===== config.mk =====
export PLATFORM = sky130hd
export DESIGN_NAME = tile_plotter_flat
export DESIGN_NICKNAME = d
export VERILOG_FILES = /design/src/rtl/maze_pkg.sv /design/src/rtl/tile_plotter_if.sv /design/src/rtl/tile_scan_counter.sv /design/src/rtl/tile_plotter.sv /design/src/flat_wrapper.sv
export SDC_FILE = /design/constraint.sdc
export NUM_CORES = 1
export LEC_CHECK = 0
export CAP_MARGIN = 0
export CORE_ASPECT_RATIO = 2
export CORE_MARGIN = 2
export CORE_UTILIZATION = 55
export DETAILED_ROUTE_END_ITERATION = 10
export GPL_TIMING_DRIVEN = 0
export MAX_ROUTING_LAYER = met4
export PLACE_DENSITY = 0.82
export SYNTH_ARGS = -nofsm -noshare
export SYNTH_HDL_FRONTEND = slang
export SYNTH_SLANG_ARGS = --single-unit

===== constraint.sdc =====
create_clock -name clk -period 6.3 [get_ports clk]
set_clock_uncertainty 0.1 [all_clocks]
set_input_delay 1.26 -clock clk [delete_from_list [all_inputs] [get_ports clk]]
set_output_delay 1.26 -clock clk [all_outputs]
set_load 0.05 [all_outputs]

===== src/rtl/maze_pkg.sv =====
// Shared maze-game definitions: colour codes, RGB palette, screen size and
// the tile plotter state encoding.
package maze_pkg;

    localparam logic [1:0] COL_BG     = 2'd0;
    localparam logic [1:0] COL_PLAYER = 2'd1;
    localparam logic [1:0] COL_FROZEN = 2'd2;
    localparam logic [1:0] COL_HILITE = 2'd3;

    localparam logic [2:0] RGB_BG     = 3'b000;
    localparam logic [2:0] RGB_PLAYER = 3'b010;
    localparam logic [2:0] RGB_FROZEN = 3'b011;
    localparam logic [2:0] RGB_HILITE = 3'b111;

    localparam int SCREEN_W = 160;
    localparam int SCREEN_H = 120;

    typedef enum logic [1:0] {
        ST_IDLE = 2'd0,
        ST_DRAW = 2'd1,
        ST_DONE = 2'd2
    } plot_state_e;

    function automatic logic [2:0] colour_map(input logic [1:0] code);
        case (code)
            COL_BG:     return RGB_BG;
            COL_PLAYER: return RGB_PLAYER;
            COL_FROZEN: return RGB_FROZEN;
            default:    return RGB_HILITE;
        endcase
    endfunction

endpackage


===== src/rtl/tile_plotter_if.sv =====
// Request side (from the game controller) and pixel-write side (to the VGA
// adapter) of the tile plotter, bundled as one interface.
interface tile_plotter_if #(
    parameter int CELL_XW = 6,
    parameter int CELL_YW = 5,
    parameter int X_W     = 8,
    parameter int Y_W     = 7
) ();
    logic               plot;
    logic [1:0]         s_color;
    logic [CELL_XW-1:0] xpos;
    logic [CELL_YW-1:0] ypos;
    logic [X_W-1:0]     vga_x;
    logic [Y_W-1:0]     vga_y;
    logic [2:0]         vga_colour;
    logic               vga_we;
    logic               busy;
    logic               done;

    modport master (
        output plot, s_color, xpos, ypos,
        input  vga_x, vga_y, vga_colour, vga_we, busy, done
    );

    modport slave (
        input  plot, s_color, xpos, ypos,
        output vga_x, vga_y, vga_colour, vga_we, busy, done
    );
endinterface


===== src/rtl/tile_scan_counter.sv =====
// Row-major 2-D counter over a TILE x TILE square; cx wraps into a cy step.
module tile_scan_counter #(
    parameter int TILE = 4,
    parameter int CW   = $clog2(TILE)
) (
    input  logic          clk,
    input  logic          reset,
    input  logic          clear,
    input  logic          enable,
    output logic [CW-1:0] cx,
    output logic [CW-1:0] cy,
    output logic          last
);

    always_ff @(posedge clk or negedge reset) begin
        if (!reset) begin
            cx <= '0;
            cy <= '0;
        end else if (clear) begin
            cx <= '0;
            cy <= '0;
        end else if (enable) begin
            cx <= cx + 1'b1;
            if (&cx) cy <= cy + 1'b1;
        end
    end

    assign last = (&cx) & (&cy);

endmodule


===== src/rtl/tile_plotter.sv =====
// Paints one TILE x TILE square per plot request as a pixel-per-clock write
// stream, clipping pixels that fall off the visible screen.
module tile_plotter
    import maze_pkg::*;
#(
    parameter int TILE     = 4,
    parameter int CELL_XW  = 6,
    parameter int CELL_YW  = 5,
    parameter int SCREEN_W = maze_pkg::SCREEN_W,
    parameter int SCREEN_H = maze_pkg::SCREEN_H,
    parameter int X_W      = 8,
    parameter int Y_W      = 7
) (
    input logic           clk,
    input logic           reset,
    tile_plotter_if.slave bus
);

    localparam int TW   = $clog2(TILE);
    localparam int BX_W = CELL_XW + TW;
    localparam int BY_W = CELL_YW + TW;

    plot_state_e     state, state_nxt;
    logic            load, emit_px, emit_done, cnt_clr, cnt_en;
    logic [TW-1:0]   cx, cy;
    logic            last;
    logic [BX_W-1:0] base_x_p0, src_x, px_x;
    logic [BY_W-1:0] base_y_p0, src_y, px_y;
    logic [2:0]      colour_p0, src_colour;
    logic            visible;
    logic [X_W-1:0]  vga_x_p1;
    logic [Y_W-1:0]  vga_y_p1;
    logic [2:0]      colour_p1;
    logic            we_p1, busy_p1, done_p1;

    tile_scan_counter #(.TILE(TILE), .CW(TW)) u_scan (
        .clk    (clk),
        .reset  (reset),
        .clear  (cnt_clr),
        .enable (cnt_en),
        .cx     (cx),
        .cy     (cy),
        .last   (last)
    );

    always_ff @(posedge clk or negedge reset) begin
        if (!reset) state <= ST_IDLE;
        else        state <= state_nxt;
    end

    // The counter always holds the pixel emitted at the next edge; the done
    // cycle is still visible on done_p1 while state is already IDLE, so a new
    // request is held off until the cycle after done.
    always_comb begin
        state_nxt = state;
        load      = 1'b0;
        emit_px   = 1'b0;
        emit_done = 1'b0;
        cnt_clr   = 1'b0;
        cnt_en    = 1'b0;
        case (state)
            ST_IDLE: begin
                if (bus.plot && !done_p1) begin
                    load      = 1'b1;
                    emit_px   = 1'b1;
                    cnt_en    = 1'b1;
                    state_nxt = ST_DRAW;
                end
            end
            ST_DRAW: begin
                emit_px = 1'b1;
                cnt_en  = 1'b1;
                if (last) state_nxt = ST_DONE;
            end
            ST_DONE: begin
                emit_done = 1'b1;
                cnt_clr   = 1'b1;
                state_nxt = ST_IDLE;
            end
            default: state_nxt = ST_IDLE;
        endcase
    end

    // Base is tile-aligned, so adding the in-tile offset never carries out of
    // the widened coordinate and off-screen cells cannot alias on-screen.
    always_comb begin
        src_x      = load ? (BX_W'(bus.xpos) << TW) : base_x_p0;
        src_y      = load ? (BY_W'(bus.ypos) << TW) : base_y_p0;
        src_colour = load ? colour_map(bus.s_color) : colour_p0;
        px_x       = src_x + BX_W'(cx);
        px_y       = src_y + BY_W'(cy);
        visible    = (int'(px_x) < SCREEN_W) && (int'(px_y) < SCREEN_H);
    end

    // p0: request latch; p1: registered pixel-write outputs
    always_ff @(posedge clk or negedge reset) begin
        if (!reset) begin
            base_x_p0 <= '0;
            base_y_p0 <= '0;
            colour_p0 <= '0;
            vga_x_p1  <= '0;
            vga_y_p1  <= '0;
            colour_p1 <= '0;
            we_p1     <= 1'b0;
            busy_p1   <= 1'b0;
            done_p1   <= 1'b0;
        end else begin
            if (load) begin
                base_x_p0 <= src_x;
                base_y_p0 <= src_y;
                colour_p0 <= src_colour;
            end
            if (emit_px) begin
                vga_x_p1  <= X_W'(px_x);
                vga_y_p1  <= Y_W'(px_y);
                colour_p1 <= src_colour;
            end
            we_p1   <= emit_px & visible;
            busy_p1 <= emit_px | emit_done;
            done_p1 <= emit_done;
        end
    end

    assign bus.vga_x      = vga_x_p1;
    assign bus.vga_y      = vga_y_p1;
    assign bus.vga_colour = colour_p1;
    assign bus.vga_we     = we_p1;
    assign bus.busy       = busy_p1;
    assign bus.done       = done_p1;

endmodule


===== src/flat_wrapper.sv =====
// flat-port wrapper written by rule: the top's interface ports become plain ports
module tile_plotter_flat import maze_pkg::*;
#(
    parameter int TILE     = 4,
    parameter int CELL_XW  = 6,
    parameter int CELL_YW  = 5,
    parameter int SCREEN_W = maze_pkg::SCREEN_W,
    parameter int SCREEN_H = maze_pkg::SCREEN_H,
    parameter int X_W      = 8,
    parameter int Y_W      = 7
)
  (clk, reset, bus_plot, bus_s_color, bus_xpos, bus_ypos, bus_vga_x, bus_vga_y, bus_vga_colour, bus_vga_we, bus_busy, bus_done);
  tile_plotter_if #(.CELL_XW(CELL_XW), .CELL_YW(CELL_YW), .X_W(X_W), .Y_W(Y_W)) bus_i ();
  input logic clk;
  input logic reset;
  input wire logic [$bits(bus_i.plot)-1:0] bus_plot;
  input wire logic [$bits(bus_i.s_color)-1:0] bus_s_color;
  input wire logic [$bits(bus_i.xpos)-1:0] bus_xpos;
  input wire logic [$bits(bus_i.ypos)-1:0] bus_ypos;
  output wire logic [$bits(bus_i.vga_x)-1:0] bus_vga_x;
  output wire logic [$bits(bus_i.vga_y)-1:0] bus_vga_y;
  output wire logic [$bits(bus_i.vga_colour)-1:0] bus_vga_colour;
  output wire logic [$bits(bus_i.vga_we)-1:0] bus_vga_we;
  output wire logic [$bits(bus_i.busy)-1:0] bus_busy;
  output wire logic [$bits(bus_i.done)-1:0] bus_done;
  assign bus_i.plot = bus_plot;
  assign bus_i.s_color = bus_s_color;
  assign bus_i.xpos = bus_xpos;
  assign bus_i.ypos = bus_ypos;
  assign bus_vga_x = bus_i.vga_x;
  assign bus_vga_y = bus_i.vga_y;
  assign bus_vga_colour = bus_i.vga_colour;
  assign bus_vga_we = bus_i.vga_we;
  assign bus_busy = bus_i.busy;
  assign bus_done = bus_i.done;
  tile_plotter #(.TILE(TILE), .CELL_XW(CELL_XW), .CELL_YW(CELL_YW), .SCREEN_W(SCREEN_W), .SCREEN_H(SCREEN_H), .X_W(X_W), .Y_W(Y_W)) u_core (.clk(clk), .reset(reset), .bus(bus_i));
endmodule

; ---- Word-level counts from Yosys, hierarchy flattened
; Cells that the tools add are included.
[totals]
regBits = 45
elab_cells = 54
[op_classes]
n_addsub = 4
order_cmp = 2
n_eq_ne = 6
muxes = 16
bitwise_logic = 3
n_reduce_logical = 11
[op_table]
columns = op, n
row1 = two-way mux 2 bit, 7
row2 = one-hot mux 3 bit (3 select lines), 1
row3 = adder 8 x 2 -> 8 bit, 1
row4 = < comparator 8 bit (second input constant), 1
row5 = two-way mux 8 bit, 1
row6 = AND reduction 2 bit, 4
row7 = adder 7 x 2 -> 7 bit, 1
row8 = < comparator 7 bit (second input constant), 1
row9 = two-way mux 7 bit, 1
row10 = adder 2 x 1 -> 2 bit (second input constant), 2
row11 = equality test 2 x 1 -> 1 bit (second input constant), 2
row12 = equality test 2 bit (second input constant), 2
row13 = zero test 2 bit, 2
row14 = inequality test 2 x 1 -> 1 bit (second input constant), 2
row15 = one-hot mux 2 bit (2 select lines), 1
row16 = nonzero test 2 bit, 2
row17 = two-way mux 1 bit, 3
row18 = two-way mux 3 bit, 1
row19 = AND 1 bit, 2
row20 = logical AND 1 bit, 2
row21 = one-hot mux 1 bit (2 select lines), 1
row22 = zero test 1 bit, 1
row23 = OR 1 bit, 1

; ---- Longest topological paths before layout
; Gate-level depths: netlist of run 1.
[depth]
word_depth = 9
depth_mapped = 11

; ---- Hierarchy
; From an unflattened synthesis of run 1, not the netlist that was laid out.
[unflattened]
hier_cells = 231
hier_area_um2 = 2278.4
[by_module_without_submodules]
columns = module, n_inst, cells_each, area_each_um2
row1 = tile_plotter, 1, 213, 2067.0
row2 = tile_scan_counter, 1, 18, 211.5

; ---- Worst setup path before layout of run 1
; No wires, ideal clock.
[synth_path]
kind = input port to flip-flop
start = input bus_plot
end = register u_core.we_p1, in the netlist u_core.bus.vga_we
setup_time_ps = 132
arrival_time_ps = 3421
t_required_ps = 6068
setup_slack_ps = 2647
path_stages = 11
path_buffers = 2
path_cell_list = or4b_4 > buf_6 > clkbuf_1 > and2_1 > ha_1 > fa_1 > nand2_1 > o21ai_0 > nor3b_1 > nor3_1 > a211oi_2
[synth_between]
elab_chain_cells = 8
elab_cells_between_ends = 12
[synth_rtl]
columns = element, line_no
row1 = start: declaration, flat_wrapper.sv:16  ; input wire logic [$bits(bus_i.plot)-1:0] bus_plot;
row2 = logical AND 1 bit, tile_plotter.sv:63  ; if (bus.plot && !done_p1) begin
row3 = two-way mux 1 bit, tile_plotter.sv:63
row4 = two-way mux 1 bit, tile_plotter.sv:61  ; case (state)
row5 = two-way mux 7 bit, tile_plotter.sv:88  ; src_y = load ? (BY_W'(bus.ypos) << TW) : base_y_p0;
row6 = via u_core.src_y[0], tile_plotter.sv:28  ; logic [BY_W-1:0] base_y_p0, src_y, px_y;
row7 = adder 7 x 2 -> 7 bit, tile_plotter.sv:91  ; px_y = src_y + BY_W'(cy);
row8 = < comparator 7 bit, tile_plotter.sv:92  ; visible = (int'(px_x) < SCREEN_W) && (int'(px_y) < SCREEN_H);
row9 = logical AND 1 bit, tile_plotter.sv:92
row10 = AND 1 bit, tile_plotter.sv:118  ; we_p1 <= emit_px & visible;
row11 = end signal: assignment, tile_plotter.sv:118
row12 = end: declaration, tile_plotter.sv:34  ; logic we_p1, busy_p1, done_p1;
; The timed path passes the listed nets, and every way through them passes these cells.
; A chain may end at the register's enable or synchronous reset.

; ---- Worst setup path in the final report of run 1
; Same ends and word-level chain as after synthesis.

==> results of run 1 <==
[stage by stage]
step | util (%) | power (mW) | cell area [um^2]
floorplan | - | 1.03 | 2240
global placement | 68.6 | 1.25 | 2670
finish | 72.0 | 1.49 | 2800
CTS | 72.0 | 1.50 | 2800
detailed placement | 69.0 | 1.28 | 2680
global route | 72.0 | 1.59 | 2800
[state kept, by name, indices dropped and copies added (netlist names)]
register,cells
u_core.base_y_p0,7
u_core.bus.vga_colour,3
u_core.colour_p0,3
u_core.state,2
u_core.bus.vga_we,1
u_core.base_x_p0,8
u_core.u_scan.cy,2
u_core.bus.vga_x,8
u_core.u_scan.cx,2
u_core.bus.vga_y,7
u_core.bus.busy,1
u_core.bus.done,1
[placed cells by master, fill, tap and decap left out, types with 3 or more instances in the layout]
cell / Yosys / routed
nor2b_1: 3 / 3
clkdlybuf4s50_1: 0 / 35
nand2_1: 38 / 38
o21ai_0: 15 / 15
xnor2_1: 6 / 6
clkbuf_8: 0 / 6
ha_1: 6 / 6
nor3b_1: 4 / 4
mux2_2: 8 / 8
nor3_1: 8 / 8
nand3_1: 11 / 11
nor2_1: 9 / 9
dfrtp_1: 45 / 45
mux2i_1: 7 / 7
and2_1: 9 / 9
inv_1: 10 / 10
clkbuf_1: 6 / 7
a21oi_1: 6 / 6
o21a_1: 4 / 4
[layer usage]
metal	GRT usage, %	up-vias	part of all wire (%)
li1	-	850	-
met1	25.6	878	36
met2	43.9	48	57
met3	3.82	12	4.2
met4	10.0	0	2.8
met5	-	-	0
[cell families after synthesis]
logic type	count (synthesis)
multiplexers	16
flip-flops	45
AO/OA/AOI/OAI	35
AND/OR/NAND/NOR	93
buffers and inverters	19
adder cells (fa/ha/maj)	8
XOR/XNOR	8
[where the power goes]
part           internal (mW)  total, mW  switching, mW
logic                  0.292      0.769          0.477
registers              0.418      0.502         0.0842
clock network          0.129      0.224         0.0942
[layout make-up]
class,count,area [um^2]
inverters,10,37.5
clock buffers,7,86.3
plain buffers,9,42.5
well taps,51,63.8
flip-flops and latches,45,1130
clock inverters,1,30.0
multi-input cells,160,1030
repair buffers,37,375
fillers,309,1090
[worst paths after layout]
path                                       end  cells after the start
max                          u_core.bus.vga_we                     11
min                        u_core.base_y_p0[1]                      1
max reg2reg                  u_core.bus.vga_we                     10
min reg2reg                u_core.base_y_p0[1]                      1
max in group asynchronous  u_core.base_y_p0[3]                      2
min in group asynchronous  u_core.bus.vga_y[0]                      1
==> summary.txt, run 1 <==
Yosys
  • Yosys top cell area share: 50.3%
  • Yosys warns: 0
  • Async S/R FF share, synth: 100%
  • Top cells by area, synth: dfrtp_1 (50%), nand2_1 (6.4%), mux2_2 (4.0%)
  • Register area share after synthesis: 50.3%
  • Count leader, synth: dfrtp_1
  • Yosys reg bits: 45
  • Synth Area in Simple Gates: 20.4%
  • Post-Synth XOR/XNOR Area: 3.13%
  • Adder-Cell Fraction of Synth Area: 5.14%
  • Mapped cell area: 0.00224 mm^2
  • Netlist cell types: 39
  • Post-synthesis instance total: 224
  • Synth Area in Compound Gates: 9.72%
  • Mapped Nets: 248
  • Syn avg cell area: 10.0 um^2
  • Synth Flop Type: dfrtp_1
  • Post-synth top cells: dfrtp_1 (45), nand2_1 (38), o21ai_0 (15), nand3_1 (11), inv_1 (10)
  • EDFF count, synth: 0
  • Mux contribution to synthesized area: 7.82%
  • Main combinational cell family by area after synthesis: simple AND/OR/NAND/NOR gates
  • Dominant cell type by area after synthesis: dfrtp_1

Route
  • DRT antenna net count: 0
  • Via-per-instance ratio: 5.59
  • DR iter-0 viols: 52
  • Vias: 1788
  • # DRC: 0
  • DRT Pass-1 Iters: 4
  • Average routed wire per standard cell: 15.1 um
  • Final wirelength: 4840 um

Floorplan
  • Initial core utilization: 57.7%
  • Top-Level Pins: 37
  • Die width: 49.1 um
  • Core Box Area: 0.00388 mm^2
  • FP Rows: 32
  • Die Footprint: 0.00463 mm^2
  • Die height: 94.3 um

Setup path
  • Worst Path Buf+Inv: 3
  • R2R Path Start: u_core.state[1]
  • Crit path launch type: input port
  • Worst path cell trace: clkdlybuf4s50_1, or4b_4, buf_6, clkbuf_1, and2_1, ha_1, a21oi_1, o21a_1, nor3_1, a211oi_1, a211oi_2
  • Flop-to-flop setup slack: 3000 ps
  • Crit path launch: bus_plot
  • Worst EP required: 6380 ps
  • CP top delay family: compound AO/OA/AOI/OAI gates
  • Worst EP arrival: 4330 ps
  • Crit path largest cell delay: 530 ps
  • Crit-path max FO: 10
  • Crit Path Category: in -> reg
  • Crit end category: register
  • Highest-delay cell along the critical path: a21oi_1

Global routing
  • Largest net degree at the start of global routing: 27
  • Overall Global Routing Usage: 24.2%
  • Initial antenna violation count: 0
  • First-pass GRT wire length: 8180 um
  • Vias in the first global route: 1757
  • Remaining global-route overflow: 0

Placed design
  • HPWL after detailed placement: 3590 um
  • GPL Wtd Cong: 0.889
  • PortBufs: 36
  • Cell Count Post-Placement: 312
  • Post-placement worst setup slack: 1770 ps

Outcome
  • Status: completed

Timing
  • Final hold vios: 0
  • Max Clock Freq: 235 MHz
  • Setup TNS: 0 ps
  • Worst-margin pin slew: 672 ps
  • Fin crit period: 4260 ps
  • Fin Hold WS: 383 ps
  • Rel. slew slack: 55.2%
  • Post-route worst setup slack: 2040 ps
  • Max Transition Viols Final: 0
  • Unrepaired setup endpoints after global routing: false
  • Final cycle utilization of the critical path: 67.5%
  • Final setup fails: 0

Power and ir drop
  • P_leak: 1.21 nW
  • PD cells: 535 mW/mm^2
  • VDD IR max: 394 uV

CTS
  • # clock sinks: 45
  • Clk root buf: clkbuf_8
  • Post-CTS resize count: 0
  • Skew-Pair Late Insertion Delay: 290 ps
  • CTS Hold Bufs: 0
  • Post-CTS setup repair buffer count: 0
  • CTS Buffer Depth: 2
  • Worst-path clk slew: 90 ps
  • CTS tree: yes
  • H-tree Lvls: 2
  • Num CTS Buffers: 5

Final layout
  • Area delta synth->final: 24.8%
  • Ratio of cells with drive above 1 in the final layout: 8.92%
  • Nets: 292
  • Non-filler instance count after layout: 320
  • Ant diodes: 0

Job
  • Max-cap violations: 0

Hold path
  • Hold Path Class: reg -> reg
  • Worst hold start: u_core.base_y_p0[1]
No activity file was read; power rests on OpenSTA's default activity.
==> inputs of run 2 (changes only) <==
--- a/config.mk
+++ b/config.mk
@@ -8,11 +8,11 @@
 export CAP_MARGIN = 0
 export CORE_ASPECT_RATIO = 2
 export CORE_MARGIN = 2
-export CORE_UTILIZATION = 55
+export CORE_UTILIZATION = 48
 export DETAILED_ROUTE_END_ITERATION = 10
 export GPL_TIMING_DRIVEN = 0
 export MAX_ROUTING_LAYER = met4
-export PLACE_DENSITY = 0.82
+export PLACE_DENSITY = 0.76
 export SYNTH_ARGS = -nofsm -noshare
 export SYNTH_HDL_FRONTEND = slang
 export SYNTH_SLANG_ARGS = --single-unit
==> constraint.sdc (replaced) <==
create_clock -name clk -period 3.4 [get_ports clk]
set_clock_uncertainty 0.1 [all_clocks]
set_input_delay 0.68 -clock clk [delete_from_list [all_inputs] [get_ports clk]]
set_output_delay 0.68 -clock clk [all_outputs]
set_load 0.05 [all_outputs]
==> run 2 against run 1 <==
  * Sequential power rose by 85%
  * Design area rose by 0.76%
  * Hold slack got worse by 180 ps
  * Highest routed layer unchanged
  * Critical endpoint unchanged
==> summary.txt, run 2 (synthesis results as in run 1) <==
Global routing
  • Overall Global Routing Usage: 21.1% (-3.1 points)
  • Largest net degree at the start of global routing: 30 (+11%)
  • Initial antenna violation count: 0 (unchanged)
  • Vias in the first global route: 1806 (+2.8%)
  • Remaining global-route overflow: 0 (unchanged)
  • First-pass GRT wire length: 8090 um (-1.2%)

CTS
  • Skew-Pair Late Insertion Delay: 300 ps (about the same)
  • Worst-path clk slew: 90 ps (about the same)
  • CTS tree: yes
  • # clock sinks: 45 (unchanged)
  • Num CTS Buffers: 5 (unchanged)
  • Clk root buf: clkbuf_8
  • H-tree Lvls: 2 (unchanged)
  • CTS Buffer Depth: 2 (unchanged)

Final layout
  • Most common cell after layout, fill and taps aside: dfrtp_1
  • Nets: 292 (unchanged)
  • Ratio of cells with drive above 1 in the final layout: 11.9% (+3.0 points)
  • Final Util: 61.9% (-10 points)
  • Commonest cells after routing, fill and taps aside: dfrtp_1 (45), nand2_1 (38), clkdlybuf4s50_1 (35), o21ai_0 (15), nand3_1 (11)
  • Ant diodes: 0 (unchanged)
  • Area delta synth->final: 25.7%
  • Non-filler instance count after layout: 324 (+1.3%)

Setup path
  • Worst EP required: 3480 ps (-2900 ps)
  • Crit end category: register
  • Worst EP arrival: 3310 ps (-1020 ps)
  • Crit-path max FO: 16 (+6)
  • Crit path launch type: input port
  • Crit Path Category: in -> reg

Route
  • Average routed wire per standard cell: 14.6 um (-3.4%)
  • DRT Pass-1 Iters: 4 (unchanged)
  • # DRC: 0 (unchanged)
  • Vias: 1755 (-1.8%)
  • Final wirelength: 4730 um (-2.2%)
  • Via-per-instance ratio: 5.42 (-3.1%)
  • DRT antenna net count: 0 (unchanged)
  • DR iter-0 viols: 47 (-9.6%)

Power and ir drop
  • PD cells: 959 mW/mm^2 (+79%)
  • P_leak: 1.21 nW (+0.27%)
  • Power consumption: 2.70 mW (+81%)
  • VDD IR max: 651 uV (+65%)

Placed design
  • HPWL after detailed placement: 3550 um (-1.2%)
  • GPL Wtd Cong: 0.842 (-5.3%)
  • Cell Count Post-Placement: 316 (+1.3%)
  • PortBufs: 36 (unchanged)

Timing
  • Final cycle utilization of the critical path: 95.1%
  • Max Clock Freq: 309 MHz
  • Final setup fails: 0 (unchanged)
  • Final hold vios: 0 (unchanged)
  • Worst-margin pin slew: 567 ps (-105 ps)
  • Unrepaired setup endpoints after global routing: false
  • Fin crit period: 3230 ps
  • Rel. slew slack: 62.2% (+7.0 points)
  • Max Transition Viols Final: 0 (unchanged)

Floorplan
  • Die width: 52.3 um (+6.5%)
  • Die height: 101 um (+6.7%)
  • FP Rows: 35 (+9.4%)
  • Initial core utilization: 49.2% (-8.5 points)
  • Die Footprint: 0.00526 mm^2 (+14%)
  • Core Box Area: 0.00455 mm^2 (+17%)
  • Top-Level Pins: 37 (unchanged)

Hold path
  • Hold Path Class: in -> async

Outcome
  • Status: completed

Job
  • Max-cap violations: 0 (unchanged)
==> run 2: layout make-up <==
class | count | area (um^2)
fillers | 405 | 1740
flip-flops and latches | 45 | 1130
multi-input cells | 160 | 1070
repair buffers | 38 | 383
clock buffers | 6 | 82.6
well taps | 55 | 68.8
plain buffers | 8 | 38.8
inverters | 10 | 37.5
clock inverters | 2 | 13.8
==> run 2: repair_timing <==
action                     4_1_cts  5_1_grt
setup buffers                    1        0
setup endpoints to repair        4        2
gates resized for setup          4        3
pin swaps                        1        0
hold buffers                     0        0
==> run 2: power by group <==
group | switching, mW | internal [mW] | total [mW]
registers | 0.153 | 0.774 | 0.927
logic | 0.880 | 0.548 | 1.43
clock network | 0.183 | 0.165 | 0.348
total | 1.22 | 1.49 | 2.70
==> run 2: critical path, stage by stage <==
cell and delay (ps):
clkdlybuf4s50_1 480, or4b_4 460, buf_6 170, and2_1 170, ha_1 250, fa_2 460
nand2_1 100, o21ai_0 60, nor3b_2 170, nor3_2 210, a211oi_2 90
==> run 2: final timing paths <==
check	endpoint	startpoint	cells after the start	slack, ps
worst max-delay path	u_core.bus.vga_we	bus_plot	11	170
worst min-delay path	u_core.base_y_p0[6]	reset	1	200
worst max register to register	u_core.bus.vga_we	u_core.state[1]	10	530
worst min register to register	u_core.colour_p0[1]	u_core.colour_p0[1]	2	370
max in group asynchronous	u_core.base_x_p0[7]	reset	2	2500
min in group clk	u_core.colour_p0[1]	u_core.colour_p0[1]	2	370
==> run 2: stage by stage <==
step	setup slack, ps	TNS [ps]	instance area, um^2	hold WS, ps
2_1_floorplan	327	0	2240	284
3_3_place_gp	-576	-2250	2670	350
3_5_place_dp	-598	-2410	2690	354
4_1_cts	113	0	2800	206
5_1_grt	25.3	0	2820	224
6_report	165	0	2820	200
==> run 2: routing by layer <==
metal / vias to the layer above / GRT usage (%) / share of wire (%)
met5: - / - / 0
met4: 0 / 8.88 / 2.2
met3: 9 / 2.82 / 3.3
met2: 43 / 36.9 / 56
met1: 851 / 23.3 / 39
li1: 852 / - / -
==> inputs of run 3 (changes only) <==
--- a/config.mk
+++ b/config.mk
@@ -5,6 +5,7 @@
 export SDC_FILE = /design/constraint.sdc
 export NUM_CORES = 1
 export LEC_CHECK = 0
+export ABC_AREA = 0
 export CAP_MARGIN = 0
 export CORE_ASPECT_RATIO = 2
 export CORE_MARGIN = 2
@@ -16,3 +17,4 @@
 export SYNTH_ARGS = -nofsm -noshare
 export SYNTH_HDL_FRONTEND = slang
 export SYNTH_SLANG_ARGS = --single-unit
+export TNS_END_PERCENT = 50
==> results of run 3 <==
The final DEF is identical to that of run 2; final timing and power are the same.
